### src/rtl/mmio_uart_tx.sv
// Purpose: MMIO store snooper that queues the low byte of stores to TX_ADDR and transmits it as UART 8N1 (8E1 with parity).
// Latency: a store accepted at edge N is popped at edge N+1 when idle, so the start bit begins then; frames run back to back.
// Backpressure: none toward the core; a store that finds the FIFO full with no pop in the same cycle is dropped and sets sticky overflow.
//
// Ports: clk/rst (sync, active-high); we/address/write_data = core store bus;
//        tx = serial line (idle high); busy = frame active or bytes queued;
//        overflow = sticky drop flag; fifo_count = queued byte count.
// Build option: define MMIO_UART_TX_PARITY_EN to add an even-parity bit (11-bit frames).
module mmio_uart_tx #(
  parameter int          CLK_DIV    = 16,
  parameter int          FIFO_DEPTH = 8,
  parameter logic [15:0] TX_ADDR    = 16'hFF00
) (
  input  logic                          clk,
  input  logic                          rst,
  input  logic                          we,
  input  logic [15:0]                   address,
  input  logic [31:0]                   write_data,
  output logic                          tx,
  output logic                          busy,
  output logic                          overflow,
  output logic [$clog2(FIFO_DEPTH):0]   fifo_count
);

  localparam int PW = $clog2(FIFO_DEPTH);
  localparam int CW = $clog2(CLK_DIV);
  localparam logic [PW:0]   DEPTH_C  = (PW+1)'(FIFO_DEPTH);
  localparam logic [CW-1:0] DIV_LAST = CW'(CLK_DIV - 1);

  localparam logic [2:0] IDLE   = 3'd0;
  localparam logic [2:0] START  = 3'd1;
  localparam logic [2:0] DATA   = 3'd2;
`ifdef MMIO_UART_TX_PARITY_EN
  localparam logic [2:0] PARITY = 3'd3;
`endif
  localparam logic [2:0] STOP   = 3'd4;

  logic [7:0]    mem [FIFO_DEPTH];
  logic [PW-1:0] wr_ptr;
  logic [PW-1:0] rd_ptr;
  logic [2:0]    state;
  logic [CW-1:0] tick_cnt;
  logic [2:0]    bit_idx;
  logic [7:0]    tx_byte;
  logic [7:0]    head;

  logic push_req;
  logic push_acc;
  logic pop;
  logic bit_done;
  logic fifo_nonempty;

  // Upper store bits are architecturally ignored.
  logic unused_hi;
  assign unused_hi = ^write_data[31:8];

  assign push_req      = we && (address == TX_ADDR);
  assign fifo_nonempty = (fifo_count != '0);
  assign bit_done      = (tick_cnt == '0);
  // Pops happen only from IDLE or on the final STOP cycle, so the next
  // frame starts on the very next cycle with no idle gap.
  assign pop           = fifo_nonempty && ((state == IDLE) || ((state == STOP) && bit_done));
  // A same-cycle pop frees a slot, so a full FIFO can still accept.
  assign push_acc      = push_req && ((fifo_count != DEPTH_C) || pop);
  assign head          = mem[rd_ptr];
  assign busy          = (state != IDLE) || fifo_nonempty;

  // Storage is not reset; pointers and count define what is valid.
  always_ff @(posedge clk) begin
    if (!rst && push_acc) begin
      mem[wr_ptr] <= write_data[7:0];
    end
  end

  always_ff @(posedge clk) begin
    if (rst) begin
      wr_ptr     <= '0;
      rd_ptr     <= '0;
      fifo_count <= '0;
      overflow   <= 1'b0;
    end else begin
      if (push_acc) wr_ptr <= wr_ptr + PW'(1);
      if (pop)      rd_ptr <= rd_ptr + PW'(1);
      case ({push_acc, pop})
        2'b10:   fifo_count <= fifo_count + (PW+1)'(1);
        2'b01:   fifo_count <= fifo_count - (PW+1)'(1);
        default: fifo_count <= fifo_count;
      endcase
      if (push_req && !push_acc) overflow <= 1'b1;
    end
  end

  // tx is registered and updated on the same edge as each state/bit entry.
  always_ff @(posedge clk) begin
    if (rst) begin
      state    <= IDLE;
      tx       <= 1'b1;
      tick_cnt <= '0;
      bit_idx  <= '0;
      tx_byte  <= '0;
    end else begin
      case (state)
        IDLE: begin
          tx <= 1'b1;
          if (pop) begin
            tx_byte  <= head;
            state    <= START;
            tx       <= 1'b0;
            tick_cnt <= DIV_LAST;
          end
        end
        START: begin
          if (bit_done) begin
            state    <= DATA;
            bit_idx  <= '0;
            tx       <= tx_byte[0];
            tick_cnt <= DIV_LAST;
          end else begin
            tick_cnt <= tick_cnt - CW'(1);
          end
        end
        DATA: begin
          if (bit_done) begin
            tick_cnt <= DIV_LAST;
            if (bit_idx == 3'd7) begin
`ifdef MMIO_UART_TX_PARITY_EN
              state <= PARITY;
              tx    <= ^tx_byte;
`else
              state <= STOP;
              tx    <= 1'b1;
`endif
            end else begin
              bit_idx <= bit_idx + 3'd1;
              tx      <= tx_byte[bit_idx + 3'd1];
            end
          end else begin
            tick_cnt <= tick_cnt - CW'(1);
          end
        end
`ifdef MMIO_UART_TX_PARITY_EN
        PARITY: begin
          if (bit_done) begin
            state    <= STOP;
            tx       <= 1'b1;
            tick_cnt <= DIV_LAST;
          end else begin
            tick_cnt <= tick_cnt - CW'(1);
          end
        end
`endif
        STOP: begin
          if (bit_done) begin
            if (pop) begin
              tx_byte  <= head;
              state    <= START;
              tx       <= 1'b0;
              tick_cnt <= DIV_LAST;
            end else begin
              state <= IDLE;
              tx    <= 1'b1;
            end
          end else begin
            tick_cnt <= tick_cnt - CW'(1);
          end
        end
        default: begin
          state <= IDLE;
          tx    <= 1'b1;
        end
      endcase
    end
  end

endmodule

### config.mk
export PLATFORM = sky130hd
export DESIGN_NAME = mmio_uart_tx
export DESIGN_NICKNAME = d
export VERILOG_FILES = /design/src/rtl/mmio_uart_tx.sv
export SDC_FILE = /design/constraint.sdc
export NUM_CORES = 1
export LEC_CHECK = 0
export CORE_MARGIN = 2
export CORE_UTILIZATION = 44
export DETAILED_ROUTE_END_ITERATION = 10
export PLACE_DENSITY_LB_ADDON = 0.1
export REMOVE_ABC_BUFFERS = 1
export SLEW_MARGIN = 20
export SYNTH_ARGS = -nofsm -noshare
export SYNTH_HDL_FRONTEND = slang
export SYNTH_SLANG_ARGS = --single-unit
### constraint.sdc
create_clock -name clk -period 3.6 [get_ports clk]
set_clock_uncertainty 0.2 [all_clocks]
set_input_delay 0.72 -clock clk [delete_from_list [all_inputs] [get_ports clk]]
set_output_delay 0.72 -clock clk [all_outputs]
set_load 0.05 [all_outputs]
Word-level counts from Yosys, hierarchy flattened
Memories as Yosys holds them, arrays and structs flattened. A register that Yosys moved wholly into a read port is not among the register bits.
Index checks and enable logic that the tools add are counted.
{ "word_totals": {"reg_bits": 30, "ramBits": 64, "out_inout_bits": 7, "mem_count": 1} }
{ "memory_table": {"columns": ["memory", "words", "word_bits", "rd", "rd_ports_with_merged_regs", "write_ports", "line_no", "source"], "rows": [
  ["mem", 8, 8, 1, 1, 1, "38", "logic [7:0] mem [FIFO_DEPTH];"]
]} }
{ "op_classes": {"n_addsub": 6, "magnitude_cmp": 1, "n_eq_ne": 14, "muxes": 31, "n_reduce_logical": 24} }
{ "op_table": {"columns": ["op", "n"], "rows": [
  ["$mux W3", 10],
  ["$eq A16 B16 Y1 const B", 1],
  ["$mux W8", 2],
  ["$pmux W8 S2", 1],
  ["$mux W4", 3],
  ["$ne A2 B2 Y1 const B", 6],
  ["$pmux W3 S4", 1],
  ["$pmux W4 S3", 1],
  ["$add A3 B1 Y3 const B", 3],
  ["$mux W1", 9],
  ["$pmux W4 S2", 1],
  ["$sub A4 B1 Y4 const B", 2],
  ["$eq A3 B3 Y1 const B", 2],
  ["$logic_and A1 B1 Y1", 6],
  ["$pmux W3 S2", 1],
  ["$reduce_bool A2 Y1", 3],
  ["$reduce_bool A3 Y1", 2],
  ["$reduce_and A5 Y1", 1],
  ["$add A4 B1 Y4 const B", 1],
  ["$logic_not A4 Y1", 1],
  ["$lt A3 B4 Y1 const B", 1],
  ["$ne A4 B4 Y1 const B", 1],
  ["$pmux W1 S4", 1],
  ["$reduce_and A4 Y1", 1],
  ["other kinds (12)", 15]
]} }

Longest topological paths before layout
{ "logic_depth": {"depth_word": 9, "depth_mapped": 12} }

Worst setup path after synthesis
No wires, ideal clock.
{ "synth_path": {"kind": "input port to flip-flop", "start": "input port address[3]", "end": "memory mem[4][0], enable pin", "arrival_ps": 2941, "required_ps": 3005, "path_slack_ps": 65, "path_stages": 5, "path_cell_list": "or4_1 nor4_1 o211ai_2 or2_1 nor4_1"} }
{ "synth_via": {"elab_chain_len": 6} }
{ "synth_rtl": {"columns": ["item", "line_no", "source"], "rows": [
  ["from (decl)", "17", "input logic [15:0] address,"],
  ["$eq A16 B16 Y1", "57", "assign push_req = we && (address == TX_ADDR);"],
  ["$logic_and A1 B1 Y1", "57", null],
  ["$logic_and A1 B1 Y1", "64", "assign push_acc = push_req && ((fifo_count != DEPTH_C) || pop);"],
  ["$logic_and A1 B1 Y1", "70", "if (!rst && push_acc) begin"],
  ["$mux W1", "70", null],
  ["$mux W1 (not written as such)", "71", "mem[wr_ptr] <= write_data[7:0];"],
  ["to (decl)", "38", null]
]} }
No other way between the ends.

Worst setup path after layout
{ "layout_path": {"start": "input port address[3]", "end": "register fifo_count[3]"} }
{ "layout_via": {"elab_chain_len": 5} }
{ "layout_rtl": {"columns": ["item", "line_no", "source"], "rows": [
  ["$eq A16 B16 Y1 (*)", "57", null],
  ["$logic_and A1 B1 Y1 (*)", "57", null],
  ["$logic_and A1 B1 Y1 (*)", "64", null],
  ["$eq A2 B1 Y1 / $eq A2 B2 Y1 (equally long branches)", "84", "case ({push_acc, pop})"],
  ["$pmux W4 S2 / $reduce_bool A2 Y1 (equally long branches)", null, null],
  ["to (signal assigned)", "85", "2'b10: fifo_count <= fifo_count + (PW+1)'(1);"],
  ["to (signal assigned)", "86", "2'b01: fifo_count <= fifo_count - (PW+1)'(1);"],
  ["to (signal assigned)", "87", "default: fifo_count <= fifo_count;"],
  ["to (decl)", "22", "output logic [$clog2(FIFO_DEPTH):0] fifo_count"]
]} }
Every way passes the cells marked *; elsewhere a longest branch is shown, timed or not.
A chain may end at the register's enable or synchronous reset.

==> impl_metrics.toml <==
[run_status]
run_status = "finished, final reports clean"

[synthesis]
ys_seq_area_share_pct = 61.6
yosysWarnings = 0
yosys-top-cells-count = "edfxtp_1 (64), nor2_1 (34), dfxtp_1 (33)"
synth_area_leader_cell = "edfxtp_1"
synth_cell_types = 53
syn_area_um2 = 4190
yosysMostFrequentCell = "edfxtp_1"
synthTopCellsByArea = "edfxtp_1 (46%), dfxtp_1 (16%), mux4_2 (9.7%)"
avgSynthCellArea_um2 = 14.1
synthArstFlopShare_pct = 0
yosysTopAreaCellShare_pct = 45.8
synth_ff_type = "edfxtp_1"
synth_enable_flop_cells = 64
synthCells = 297
synth_seq_cells = 97

[grt]
overflow = 0
antenna_found_initial = 0
grt_pass1_wl_um = 12900
grt_use_total_pct = 16.9
grt_pass1_vias = 2527
grt_start_max_net_pins = 25

[die]
die-width_um = 102
fp-row-count = 35
fp.coreArea_um2 = 9240
die-area_um2 = 10300
io_pins = 58
die_h_um = 102
initial_core_util_pct = 45.4

[flow_run]
drv_cap = 0

[cells_and_area]
syn_to_final_growth_pct = 20.1
n_antenna_cell = 0
fin_area_um2 = 5040
nets = 408
final_cells = 482
drive_above_1_share_pct = 20.1
fill_cells = 778

[worst_setup_path]
r2r_slack_ns = 0.44
critical_path_class = "in2reg"
crit_fanout = 3
arrival_ns = 3.24
crit_required_ns = 3.66
cp-start-kind = "input pin"
cp-end-kind = "flip-flop"

[clock_network]
cts_sinks = 97
postCtsHoldBufs = 0
path_clk_slew_ns = 0.10
cts_buffers = 9
clk_path_buf_depth = 2
clk_latency_ns = 0.36
h-tree-depth = 3
cts_setup_buffers = 0
cts_resized = 0
cts_root_buf = "clkbuf_8"
tritoncts = "yes"

[route]
drt_iter0_markers = 56
drt_wl_total_um = 7800
wl_per_cell_um = 16.2
vias_per_cell = 5.23
vias = 2522
ant_nets = 0
drc = 0
drt_first_pass_iters = 4

[sta]
setup_tns_ns = 0
max_freq_ghz = 0.315
hold_viol = 0
rsz0062_at_grt = "false"
layout_min_cycle_time_ns = 3.17
worstMarginPinSlew_ns = 0.768
finalCritPeriodShare_pct = 88.2
slew_violations = 0
relSlewSlack_pct = 48.7
setup_violations = 0

[placed_design]
hpwlAfterDp_um = 5280
place.gp.congestion = 0.780
dp.cells = 466
placed_area_um2 = 4790
numPortBuffers = 33

[power_and_ir_drop]
power_mw = 3.30
leakagePower_nw = 1.70
p_per_area_nw_per_um2 = 655
peakVddDrop_v = 0.000289

[worst_hold_path]
hp-class = "reg2reg"
[layout make-up]
class | count | area, um2 | area share [%]
multi-input combinational | 179 | 1540 | 30.6
clock inverter | 7 | 119 | 2.36
tap | 129 | 161 | 3.20
timing repair buffer | 53 | 480 | 9.54
sequential | 97 | 2580 | 51.3
clock buffer | 9 | 124 | 2.46
inverter | 8 | 30.0 | 0.596
[registers in the layout (all words and copies together) (netlist names), 3 cells and up, named ones only]
signal,flops
tx_byte,8
rd_ptr,3
tick_cnt,4
bit_idx,3
fifo_count,4
state,3
wr_ptr,3
mem,64
[worst max-delay path, cell delays in order]
cell and delay [ns]:
clkdlybuf4s50_1 0.39, or4_1 0.53, nor2_1 0.24, a21boi_4 0.10, ha_1 0.28, a21o_1 0.10
a21oi_1 0.07, or2_2 0.28, o2bb2a_4 0.22, mux2_1 0.30
[cell usage in the layout (no fill, tap or decap), types with 2 or more instances in the layout]
| cell | Yosys | layout |
|---|---|---|
| edfxtp_1 | 64 | 64 |
| nor2_1 | 34 | 34 |
| dfxtp_1 | 33 | 33 |
| clkdlybuf4s50_1 | 0 | 33 |
| buf_4 | 0 | 20 |
| mux4_2 | 18 | 18 |
| nand2_1 | 12 | 12 |
| mux2i_1 | 11 | 11 |
| a211oi_1 | 11 | 11 |
| a21oi_1 | 9 | 9 |
| clkbuf_8 | 0 | 9 |
| inv_1 | 8 | 8 |
| ha_1 | 8 | 8 |
| nor3_1 | 7 | 7 |
| or2_2 | 6 | 6 |
| o21ai_0 | 5 | 5 |
| nand3_1 | 4 | 4 |
| a31oi_1 | 4 | 4 |
| or4_1 | 3 | 3 |
| xnor2_1 | 3 | 3 |
| nand2b_1 | 3 | 3 |
| a21o_1 | 3 | 3 |
| o21a_1 | 3 | 3 |
| xor2_1 | 3 | 3 |
| inv_8 | 0 | 3 |
| nor4_2 | 1 | 2 |
| nor4_1 | 3 | 2 |
| o31ai_1 | 2 | 2 |
| bufinv_16 | 0 | 2 |
[worst paths after layout]
path / startpoint / endpoint / cells after the start
max: address[3] / fifo_count[3] / 10
min: bit_idx[1] / bit_idx[1] / 2
max reg2reg: tick_cnt[0] / fifo_count[3] / 11
min reg2reg: bit_idx[1] / bit_idx[1] / 2
[metal layers]
layer  vias to the layer above  share of wire, %  GRT usage, %
li1                       1248                 -             -
met1                      1242                45          21.7
met2                        23                51          28.4
met3                         9               2.3          3.52
met4                         0               1.2          5.93
met5                         -                 0             0
[logic make-up (layout without fill, tap and decap cells)]
family          after synthesis  in the layout  synth area share [%]
buf+inv                      21             77                  2.00
compound gates               50             50                  9.43
simple gates                 82             82                  9.67
xor+xnor                      6              6                  1.25
flops                        97             97                  61.6
mux                          32             32                  13.2
fa+ha+maj                     9              9                  2.86
[through the flow]
step                      utilization (%)  setup WS (ns)  hold slack, ns
after floorplan                         -         0.0645           0.230
after CTS                            54.5          0.418           0.272
after global routing                 54.5          0.281           0.290
after detailed placement             51.9         0.0248           0.258
after global placement               51.9         0.0350           0.250
final                                54.5          0.426           0.271
[power by group]
group | total [mW] | switching [mW] | leakage (nW) | internal (mW)
logic | 1.06 | 0.536 | 0.729 | 0.526
registers | 1.40 | 0.126 | 0.846 | 1.28
clock network | 0.832 | 0.418 | 0.123 | 0.414
total | 3.30 | 1.08 | 1.70 | 2.22
(Power assumes the default switching activity.)
